## src/rtl/franken_dmem_ctrl.sv

```systemverilog
`timescale 1ns/1ps
// Data-memory controller: posted DEPTH-entry store buffer in front of a single-port req/ack word bus.
// Loads drain matching stores, then read the bus (read_valid one cycle after ack); stall holds the core.
module franken_dmem_ctrl #(
    parameter int DEPTH = 4,
    parameter int AW    = 32
) (
    input  logic                   clk,
    input  logic                   reset,
    input  logic                   mem_write,
    input  logic                   mem_read,
    input  logic [AW-1:0]          address,
    input  logic [3:0]             byte_enable,
    input  logic [31:0]            write_data,
    output logic [31:0]            read_data,
    output logic                   read_valid,
    output logic                   stall,
    output logic                   bus_req,
    output logic                   bus_we,
    output logic [AW-1:0]          bus_addr,
    output logic [3:0]             bus_be,
    output logic [31:0]            bus_wdata,
    input  logic                   bus_ack,
    input  logic [31:0]            bus_rdata,
    output logic [$clog2(DEPTH):0] buf_count
);
    localparam int PW = $clog2(DEPTH);
    localparam int WW = AW - 2;

    typedef enum logic [1:0] {IDLE, WR, RD, RESP} state_t;

    state_t        state_q, state_d;
    logic [WW-1:0] fifo_addr_q [DEPTH];
    logic [3:0]    fifo_be_q   [DEPTH];
    logic [31:0]   fifo_data_q [DEPTH];
    logic [PW-1:0] wr_ptr_q, rd_ptr_q;
    logic [PW:0]   count_q;

    logic          bus_req_q, bus_req_d;
    logic          bus_we_q, bus_we_d;
    logic [AW-1:0] bus_addr_q, bus_addr_d;
    logic [3:0]    bus_be_q, bus_be_d;
    logic [31:0]   bus_wdata_q, bus_wdata_d;
    logic [31:0]   read_data_q, read_data_d;
    logic          read_valid_q, read_valid_d;

    logic          full, empty, push, pop, ack, load_req, hit;
    logic [WW-1:0] word_addr;
    logic [PW-1:0] slot_off;
    logic          addr_lsb_unused;

    assign word_addr       = address[AW-1:2];
    assign addr_lsb_unused = ^address[1:0];
    assign full            = (count_q == (PW+1)'(DEPTH));
    assign empty           = (count_q == '0);
    assign push            = mem_write & ~full;
    assign ack             = bus_ack & bus_req_q;
    assign pop             = (state_q == WR) & ack;
    // A simultaneous store wins; the load is dropped for that cycle.
    assign load_req        = mem_read & ~mem_write;

    // Slot i is live when its distance from the head is below the occupancy.
    always_comb begin
        hit      = 1'b0;
        slot_off = '0;
        for (int i = 0; i < DEPTH; i++) begin
            slot_off = PW'(i) - rd_ptr_q;
            if (({1'b0, slot_off} < count_q) && (fifo_addr_q[i] == word_addr))
                hit = 1'b1;
        end
    end

    always_ff @(posedge clk) begin
        if (push) begin
            fifo_addr_q[wr_ptr_q] <= word_addr;
            fifo_be_q[wr_ptr_q]   <= byte_enable;
            fifo_data_q[wr_ptr_q] <= write_data;
        end
    end

    always_ff @(posedge clk or negedge reset) begin
        if (!reset) begin
            wr_ptr_q <= '0;
            rd_ptr_q <= '0;
            count_q  <= '0;
        end else begin
            if (push) wr_ptr_q <= wr_ptr_q + 1'b1;
            if (pop)  rd_ptr_q <= rd_ptr_q + 1'b1;
            count_q <= count_q + {{PW{1'b0}}, push} - {{PW{1'b0}}, pop};
        end
    end

    always_ff @(posedge clk or negedge reset) begin
        if (!reset) state_q <= IDLE;
        else        state_q <= state_d;
    end

    always_comb begin
        state_d = state_q;
        case (state_q)
            IDLE: begin
                if (load_req && !hit) state_d = RD;
                else if (!empty)      state_d = WR;
            end
            WR:      if (ack) state_d = IDLE;
            RD:      if (ack) state_d = RESP;
            RESP:    state_d = IDLE;
            default: state_d = IDLE;
        endcase
    end

    // Bus fields are loaded on leaving IDLE and held until the ack edge.
    always_comb begin
        bus_req_d    = bus_req_q;
        bus_we_d     = bus_we_q;
        bus_addr_d   = bus_addr_q;
        bus_be_d     = bus_be_q;
        bus_wdata_d  = bus_wdata_q;
        read_data_d  = read_data_q;
        read_valid_d = 1'b0;
        case (state_q)
            IDLE: begin
                if (state_d == RD) begin
                    bus_req_d  = 1'b1;
                    bus_we_d   = 1'b0;
                    bus_addr_d = {word_addr, 2'b00};
                    bus_be_d   = 4'b1111;
                end else if (state_d == WR) begin
                    bus_req_d   = 1'b1;
                    bus_we_d    = 1'b1;
                    bus_addr_d  = {fifo_addr_q[rd_ptr_q], 2'b00};
                    bus_be_d    = fifo_be_q[rd_ptr_q];
                    bus_wdata_d = fifo_data_q[rd_ptr_q];
                end
            end
            WR: if (ack) bus_req_d = 1'b0;
            RD: begin
                if (ack) begin
                    bus_req_d    = 1'b0;
                    read_data_d  = bus_rdata;
                    read_valid_d = 1'b1;
                end
            end
            default: ;
        endcase
    end

    always_ff @(posedge clk or negedge reset) begin
        if (!reset) begin
            bus_req_q    <= 1'b0;
            bus_we_q     <= 1'b0;
            bus_addr_q   <= '0;
            bus_be_q     <= '0;
            bus_wdata_q  <= '0;
            read_data_q  <= '0;
            read_valid_q <= 1'b0;
        end else begin
            bus_req_q    <= bus_req_d;
            bus_we_q     <= bus_we_d;
            bus_addr_q   <= bus_addr_d;
            bus_be_q     <= bus_be_d;
            bus_wdata_q  <= bus_wdata_d;
            read_data_q  <= read_data_d;
            read_valid_q <= read_valid_d;
        end
    end

    assign stall      = (mem_write & full) | (mem_read & ~read_valid_q);
    assign bus_req    = bus_req_q;
    assign bus_we     = bus_we_q;
    assign bus_addr   = bus_addr_q;
    assign bus_be     = bus_be_q;
    assign bus_wdata  = bus_wdata_q;
    assign read_data  = read_data_q;
    assign read_valid = read_valid_q;
    assign buf_count  = count_q;

endmodule

```

## config.mk

```make
export PLATFORM = sky130hd
export DESIGN_NAME = franken_dmem_ctrl
export DESIGN_NICKNAME = d
export VERILOG_FILES = /design/src/rtl/franken_dmem_ctrl.sv
export SDC_FILE = /design/constraint.sdc
export NUM_CORES = 1
export LEC_CHECK = 0
export CELL_PAD_IN_SITES_DETAIL_PLACEMENT = 0
export CELL_PAD_IN_SITES_GLOBAL_PLACEMENT = 1
export CORE_ASPECT_RATIO = 1.75
export CORE_MARGIN = 4
export CORE_UTILIZATION = 47
export DETAILED_ROUTE_END_ITERATION = 16
export HOLD_SLACK_MARGIN = 0.12
export MAX_ROUTING_LAYER = met4
export PLACE_DENSITY_LB_ADDON = 0.1
export SYNTH_ARGS = -nofsm -noshare
export SYNTH_HDL_FRONTEND = slang
export SYNTH_SLANG_ARGS = --single-unit
export TNS_END_PERCENT = 1
```

## constraint.sdc

```tcl
create_clock -name clk -period 4.2 [get_ports clk]
set_input_delay 1.26 -clock clk [delete_from_list [all_inputs] [get_ports clk]]
set_output_delay 1.26 -clock clk [all_outputs]
set_load 0.02 [all_outputs]
```

==> results of run 1 <==
## how the worst max path moves through the flow
stage               start                     endpoint  slack (ps)
2_1_floorplan   mem_write  fifo_addr_q[0][0]$_DFFE_PP_         530
3_3_place_gp   address[3]           bus_we$_DFFE_PN0P_        -260
3_5_place_dp   address[3]     bus_addr[27]$_DFFE_PN0P_        -260
4_1_cts         mem_write                        stall         200
5_1_grt        address[3]     bus_addr[27]$_DFFE_PN0P_          60
6_report        mem_write                        stall         250
## metrics by stage
step                      utilization  cells
final                           0.607   1667
after detailed placement        0.572   1603
after global routing            0.607   1667
after global placement          0.572   1603
after CTS                       0.607   1667
after floorplan                     -    921
## flip-flops by register name (all words and copies together) (netlist names), 2 cells and up
register / count
fifo_data_q: 128
fifo_addr_q: 120
bus_wdata: 32
read_data: 32
bus_addr: 30
fifo_be_q: 16
bus_be: 4
buf_count: 3
rd_ptr_q: 2
state_q: 2
wr_ptr_q: 2
## layout make-up
class / instances / area (um2)
Fill cell: 2538 / 13000
Sequential cell: 374 / 10700
Multi-Input combinational cell: 459 / 4750
Timing Repair Buffer: 299 / 2870
Clock buffer: 52 / 991
Tap cell: 450 / 563
Clock inverter: 12 / 175
Inverter: 21 / 78.8
## cells by family after synthesis
group,Yosys count
DFF,374
adders and majority gates,19
buffers and inverters,88
xor gates and xnor gates,126
AOI/OAI and AO/OA,60
other,1
muxes,160
and+or+nand+nor,92
## critical path: stages
cell             delay, ps
clkdlybuf4s50_1        550
nand3_1                130
o21ai_0                120
clkdlybuf4s50_1        640
## power by group through the flow
stage / registers, W / logic (W) / clock network (W)
floorplan: 0.00618 / 0.00296 / 0
global placement: 0.00564 / 0.00580 / 0
detailed placement: 0.00568 / 0.00583 / 0
CTS: 0.00561 / 0.00586 / 0.00330
global route: 0.00572 / 0.00621 / 0.00345
finish: 0.00560 / 0.00571 / 0.00321
## layout by cell type, fill, tap and decap left out, drive strengths merged
master	Yosys	final
bufinv	0	4
o2111ai	3	3
nand4	22	22
buf	48	93
mux2	64	64
clkbuf	19	52
nor4	8	8
inv	21	22
nand3	5	5
a2111oi	3	3
a21boi	2	2
o32a	1	1
a311oi	1	1
nor3	3	3
a21bo	1	1
and2	4	4
o21ai	40	40
ha	18	18
and4	1	1
and3	2	2
fa	1	1
nand2	41	41
mux2i	30	30
o32ai	1	1
clkinvlp	0	1
nor2	5	5
mux4	66	66
xnor2	106	106
conb	1	2
dfrtp	110	110
nand2b	1	1
a21oi	6	6
clkdlybuf4s50	0	206
clkinv	0	6
edfxtp	264	264
xor2	20	20
a21o	2	2
## per-layer routing
metal / vias up / track usage
li1: 3994 / -
met1: 4261 / 0.223
met2: 229 / 0.367
met3: 46 / 0.0390
met4: 0 / 0.0547
met5: - / -
## cells in the mapped netlist (5+ instances only)
| master | number | area (um2) |
|---|---|---|
| clkbuf_1 | 19 | 71.3 |
| nor4_1 | 5 | 31.3 |
| dfrtp_1 | 110 | 2750 |
| nand4_1 | 22 | 138 |
| o21ai_0 | 6 | 30.0 |
| mux2i_1 | 30 | 300 |
| nand2_1 | 41 | 154 |
| o21ai_1 | 34 | 170 |
| buf_2 | 30 | 150 |
| xor2_1 | 20 | 175 |
| ha_1 | 18 | 225 |
| a21oi_1 | 5 | 25.0 |
| nand3_1 | 5 | 25.0 |
| edfxtp_1 | 264 | 7930 |
| xnor2_1 | 102 | 893 |
| inv_1 | 20 | 75.1 |
| mux4_2 | 66 | 1490 |
| nor2_1 | 5 | 18.8 |
| buf_6 | 13 | 146 |
| mux2_2 | 64 | 721 |
==> impl_metrics.tcl, run 1 <==
set metrics [dict create \
    min_path_cells 2 \
    dr.max_layer_used "met4" \
    cp_max_fo 3 \
    slew_headroom 0.398 \
    post_cts_buffers 0 \
    initial_core_util 0.479 \
    core_um2 33100 \
    synth_seq_area_share 0.672 \
    rows 88 \
    routed-via-count 8530 \
    grt_max_degree 51 \
    routed_via_density 5.12 \
    reg2reg_setup_slack_ps 850 \
    ys.warnings.count 0 \
    cts.htree.levels 2 \
    cp.arrival_ps 2690 \
    reg2reg_from "buf_count[1]$_DFF_PN0_" \
    period_share 0.942 \
    fin_total_pwr_w 0.0145 \
    cts_tree "done" \
    yosys.area_share.adder 0.0154 \
    place_ws_ps -265 \
    route.met3.wl_um 1800 \
    p_sw_frac 0.325 \
    wl_per_cell_um 21.3 \
    synth.area.mux_share 0.158 \
    routed_wl_um 35500 \
    synthFlopType "edfxtp_1" \
    antennaDiodeCount 0 \
    worst_r2r_endpoint "bus_addr[27]$_DFFE_PN0P_" \
    max_cap_violations 0 \
    routed-wl-met2_um 19500 \
    setup_viol 0 \
    clkTransAtPathRegs_ps 60 \
    worst_pin_slew_ps 903 \
    die_width_um 147 \
    place.gp.congestion 0.797 \
    wl_met1_um 13400 \
    drt_iter0_drc 501 \
    ant_nets 0 \
    antenna_found_initial 0 \
    ys_seq_elements 374 \
    p_leak_nw 7.24 \
    synth_cell_types 43 \
    intPower_w 0.00981 \
    port_buffers 207 \
    reg2reg_depth 13 \
    seq_power_share 0.385 \
    report.final.hold_viol_count 0 \
    cts_sinks 374 \
    power_density_nw_per_um2 722 \
    holdBufCountCts 0 \
    area_growth_syn_to_layout_pct 26.6 \
    p_clk_frac 0.221 \
    synth_xor_area_frac 0.0714 \
    synth_compound_area_frac 0.0227 \
    critical_path_class "in2out" \
    crit_path_end_kind "output pin" \
    syn_area_um2 15900 \
    die_area_um2 36900 \
    synthArstFlopShare 0.294 \
    worstHoldStart "bus_addr[3]$_DFFE_PN0P_" \
    power.switching_w 0.00471 \
    hpwl_um 24100 \
    finClkSkew_ps 18.0 \
    root_buffer "clkbuf_16" \
    postSynthAreaPerCell_um2 17.3 \
    hold_slack_ps 484 \
    grt_pass1_vias 9456 \
    num_io_pins 212 \
    status "finished, final reports clean" \
    max_freq_mhz 253 \
    dpl-instance-area_um2 19000 \
    fin_crit_ps 3950 \
    hold_path_class "reg2reg" \
    ctsLongestPathBuffers 3 \
    drc 0 \
    clock_latency_ps 530 \
    min_to "bus_addr[3]$_DFFE_PN0P_" \
    rsz0062_at_grt "false" \
    synthCells 920 \
    combPwrFrac 0.393 \
    gr-total-overflow 0 \
    final_area_um2 20100 \
    vdd_drop_max_mv 0.468 \
    grt.total_usage 0.201 \
    layout.nets 1314 \
    drive_above_1_share 0.240 \
    setup.worst_path.start_class "input port" \
    dr.pass1.iters 6 \
    tns_ps 0 \
    grt_pass1_wl_um 55100 \
    yosys.area_share.simple 0.0304 \
    synth_top_family_by_area "multiplexers" \
    synth_edf_count 264 \
    slew_violations 0 \
    required_ps 2940 \
    layout_setup_ws_ps 245 \
    cts_made_buffers 35 \
    die_h_um 251 \
    post_cts_resized 0 \
]
Note: power is estimated with default switching activity, not from simulation.
==> run 2, diff against run 1 <==
- clock period: 4.2 -> 4.4 ns (I/O delays scaled with it)
==> impl_metrics.tcl, run 2 (synthesis results as in run 1) <==
set metrics [dict create \
    fillerInstances 2535 \
    die_area_um2 36900 \
    rows 88 \
    report.final.hold_viol_count 0 \
    gr-total-overflow 0 \
    ant_nets 0 \
    hold_path_class "reg2reg" \
    cp_max_fo 3 \
    final_common_cell "edfxtp_1" \
    top_usage_layer "met2" \
    ctsLongestPathBuffers 3 \
    place.gp.congestion 0.826 \
    cp-startpoint "mem_write" \
    antenna_found_initial 0 \
    fin_cells 1654 \
    clkTransAtPathRegs_ps 60 \
    drc 0 \
    setup_viol 0 \
    routed-via-count 8551 \
    holdBufCountCts 0 \
    post_cts_resized 0 \
    drive_above_1_share 0.233 \
    max_freq_mhz 245 \
    met3_usage 0.0415 \
    hpwl_um 24300 \
    top_regs "fifo_data_q (128), fifo_addr_q (120)" \
    rsz0062_at_grt "false" \
    core_um2 33100 \
    reg2reg_from "rd_ptr_q[0]$_DFFE_PN0P_" \
    root_buffer "clkbuf_16" \
    reg2reg_depth 14 \
    cts_made_buffers 36 \
    grt_max_degree 51 \
    drt_iter0_drc 384 \
    fin_crit_ps 4080 \
    dr.pass1.iters 4 \
    post_cts_buffers 0 \
    grt_pass1_vias 9179 \
    worst_r2r_endpoint "bus_be[1]$_DFFE_PN0P_" \
    routed_wl_um 35400 \
    routed_via_density 5.17 \
    top_register "fifo_data_q" \
    finClkSkew_ps 11.7 \
    period_share 0.926 \
    vdd_drop_max_mv 0.441 \
    initial_core_util 0.479 \
    tns_ps 0 \
    wl_per_cell_um 21.4 \
    layout_common_cells "264 x edfxtp_1, 206 x clkdlybuf4s50_1, 108 x dfrtp_1" \
    setup.worst_path.start_class "input port" \
    met2_usage 0.360 \
    p_leak_nw 7.21 \
    cts_tree "done" \
    grt_pass1_wl_um 54400 \
    crit_path_end_kind "output pin" \
    antennaDiodeCount 0 \
    cts.htree.levels 2 \
    clock_latency_ps 530 \
    reg2reg_setup_slack_ps 950 \
    status "finished, final reports clean" \
    slew_violations 0 \
    die_width_um 147 \
    cp.arrival_ps 2760 \
    critical_path_class "in2out" \
    crit_path_end "stall" \
    max_cap_violations 0 \
    num_io_pins 212 \
    use_met1 0.223 \
    largest_reg_flops 128 \
    area_growth_syn_to_layout_pct 26.4 \
    worst_pin_slew_ps 972 \
    place_inst 1589 \
    layout.nets 1301 \
    grt.total_usage 0.199 \
    port_buffers 207 \
    slew_headroom 0.352 \
    required_ps 3080 \
    cts_sinks 374 \
    power_density_nw_per_um2 698 \
    die_h_um 251 \
]
run 2: changes by cell type in the layout (fill, tap and decap cells not counted), sizes merged:
| cell | previous run | this run |
|---|---|---|
| clkinv | 6 | 9 |
| bufinv | 4 | 6 |
| clkinvlp | 1 | 0 |
| inv | 22 | 23 |
| buf | 93 | 79 |
| clkbuf | 52 | 48 |
run 2: critical path: stages:
cell             delay [ps]
clkdlybuf4s50_1         540
nand3_1                 140
o21ai_0                 120
clkdlybuf4s50_1         630
run 2: cell type report:
cell class | instances | area (um2) | area share
sequential | 374 | 10700 | 0.532
multi-input combinational | 459 | 4750 | 0.237
timing repair buffer | 285 | 2770 | 0.138
clock buffer | 48 | 986 | 0.0491
tap | 450 | 563 | 0.0280
clock inverter | 17 | 245 | 0.0122
inverter | 21 | 78.8 | 0.00393
run 2: how the worst min path moves through the flow:
stage / startpoint / to / cells past startpoint
2_1_floorplan: wr_ptr_q[1]$_DFFE_PN0P_ / wr_ptr_q[1]$_DFFE_PN0P_ / 2
3_3_place_gp: bus_addr[20]$_DFFE_PN0P_ / bus_addr[20]$_DFFE_PN0P_ / 2
3_5_place_dp: bus_addr[4]$_DFFE_PN0P_ / bus_addr[4]$_DFFE_PN0P_ / 2
4_1_cts: bus_addr[15]$_DFFE_PN0P_ / bus_addr[15]$_DFFE_PN0P_ / 2
5_1_grt: bus_wdata[14]$_DFFE_PN0P_ / bus_wdata[14]$_DFFE_PN0P_ / 1
6_report: bus_addr[15]$_DFFE_PN0P_ / bus_addr[15]$_DFFE_PN0P_ / 2
run 2: routing by layer:
metal,part of all wire,up-vias
li1,-,3954
met1,0.38,4327
met2,0.55,223
met3,0.053,47
met4,0.023,0
met5,0,-
run 2: per-stage QoR:
stage	hold slack, ps	power [W]	utilization	area (um2)	setup slack, ps
floorplan	580	0.00873	-	15900	674
global placement	467	0.0109	0.569	18800	0.881
detailed placement	476	0.0110	0.569	18800	-48.9
CTS	493	0.0143	0.606	20100	314
global route	510	0.0148	0.606	20100	266
finish	486	0.0140	0.606	20100	324
run 2: power breakdown:
part	switching [W]	internal [W]	total, W
combinational	0.00269	0.00269	0.00538
sequential	0.000546	0.00486	0.00541
clock	0.00129	0.00194	0.00322
total	0.00452	0.00949	0.0140
==> run 3, diff against run 2 <==
- PLACE_DENSITY: unset -> 0.81
- PLACE_DENSITY_LB_ADDON: 0.1 -> unset
==> impl_metrics.tcl, run 3 (synthesis results as in run 1) <==
set metrics [dict create \
    hold_path_class "reg2reg" \
    slew_headroom 0.324 \
    hpwl_um 25100 \
    place_inst 1579 \
    slew_violations 0 \
    ant_nets 0 \
    rows 88 \
    max_freq_mhz 246 \
    rsz0062_at_grt "false" \
    place.gp.congestion 0.853 \
    num_io_pins 212 \
    reg2reg_depth 14 \
    setup.worst_path.start_class "input port" \
    cp_slowest_cell "clkdlybuf4s50_1" \
    cts.htree.levels 2 \
    p_leak_nw 7.11 \
    drive_above_1_share 0.227 \
    cts_tree "done" \
    multi_input_area_um2 4750 \
    final_common_cell "edfxtp_1" \
    die_h_um 251 \
    cpMostUsedCell "buf_4" \
    top_regs "fifo_data_q (128), fifo_addr_q (120)" \
    dpl-instance-area_um2 18800 \
    wl_per_cell_um 22.0 \
    antenna_found_initial 1 \
    grt_pass1_wl_um 56100 \
    period_share 0.926 \
    cp.arrival_ps 4470 \
    top_register "fifo_data_q" \
    ctsLongestPathBuffers 3 \
    root_buffer "clkbuf_16" \
    max_cap_violations 0 \
    layout.nets 1290 \
    die_width_um 147 \
    area_growth_syn_to_layout_pct 25.3 \
    status "finished, final reports clean" \
    drt_iter0_drc 382 \
    regArea_um2 10700 \
    vdd_drop_max_mv 0.423 \
    reg2reg_setup_slack_ps 840 \
    routed_via_density 5.25 \
    critical_path_class "in2reg" \
    report.final.hold_viol_count 0 \
    min_path_cells 2 \
    die_area_um2 36900 \
    dr.pass1.iters 4 \
    holdBufCountCts 0 \
    fin_crit_ps 4070 \
    gr-total-overflow 0 \
    final_area_um2 19900 \
    largest_reg_flops 128 \
    grt_max_degree 60 \
    post_cts_resized 0 \
    drc 0 \
    min_to "bus_addr[3]$_DFFE_PN0P_" \
    setup_viol 0 \
    cp_max_fo 16 \
    cts_made_buffers 35 \
    worst_pin_slew_ps 1010 \
    worst_r2r_endpoint "bus_addr[29]$_DFFE_PN0P_" \
    routed_wl_um 36200 \
    slowest_delay_ps 600 \
    layout_common_cells "264 x edfxtp_1, 206 x clkdlybuf4s50_1, 108 x dfrtp_1" \
    required_ps 4800 \
    cts_sinks 374 \
    post_cts_buffers 0 \
    clock_latency_ps 540 \
    routed-via-count 8632 \
    worstHoldStart "bus_addr[3]$_DFFE_PN0P_" \
    crit_chain "clkdlybuf4s50_1 > xnor2_1 > nand2_1 > a2111oi_0 > buf_4 > nand4_1 > and4_4 > a21bo_1 > ha_2 > buf_12 > buf_4 > mux2i_1 > o21ai_1" \
    fin_cells 1644 \
    clkTransAtPathRegs_ps 60 \
    grt.total_usage 0.205 \
    fillerInstances 2553 \
    crit_path_end_kind "register" \
    core_um2 33100 \
    grt_pass1_vias 9457 \
    port_buffers 207 \
    finClkSkew_ps 29.9 \
    initial_core_util 0.479 \
    reg2reg_from "rd_ptr_q[0]$_DFFE_PN0P_" \
    power_density_nw_per_um2 695 \
]
[run 3: area by class of cell]
class	instances	area share
Clock inverter	15	0.00848
Sequential cell	374	0.537
Tap cell	450	0.0283
Clock buffer	49	0.0492
Inverter	21	0.00396
Antenna cell	1	0.000126
Timing Repair Buffer	275	0.135
Multi-Input combinational cell	459	0.239
[run 3: how the worst max path moves through the flow]
stage / startpoint / to / slack (ps) / depth (start not counted)
6_report: address[25] / bus_addr[29]$_DFFE_PN0P_ / 330 / 13
5_1_grt: address[25] / bus_we$_DFFE_PN0P_ / 80 / 13
4_1_cts: address[25] / bus_we$_DFFE_PN0P_ / 290 / 13
3_5_place_dp: address[25] / bus_we$_DFFE_PN0P_ / -250 / 13
3_3_place_gp: address[25] / bus_addr[29]$_DFFE_PN0P_ / -250 / 13
2_1_floorplan: mem_write / fifo_addr_q[0][0]$_DFFE_PP_ / 670 / 2
[run 3: power by group]
group | total, W | internal (W) | switching (W)
Combinational | 0.00541 | 0.00268 | 0.00273
Sequential | 0.00539 | 0.00486 | 0.000529
Clock | 0.00305 | 0.00175 | 0.00130
[run 3: critical path, delay by kind of cell]
family / cells / cell delay (ps)
AO/OA/AOI/OAI: 3 / 800
multiplexers: 1 / 240
adder cells (fa/ha/maj): 1 / 190
buffers and inverters: 4 / 1170
AND/OR/NAND/NOR: 3 / 410
XOR/XNOR: 1 / 320
[run 3: metrics by stage]
step	setup slack, ps	hold WS (ps)	TNS, ps	util	power, W
6_report	328	482	0	0.601	0.0138
3_3_place_gp	-246	466	-9220	0.566	0.0109
2_1_floorplan	674	580	0	-	0.00873
3_5_place_dp	-249	477	-10480	0.566	0.0110
4_1_cts	291	490	0	0.601	0.0141
5_1_grt	84.4	508	0	0.601	0.0146
[run 3: routing by layer]
metal  GRT usage  wire length, um
met5           -                0
met2       0.374            20400
met3      0.0316             1560
met4      0.0674             1130
met1       0.228            13100
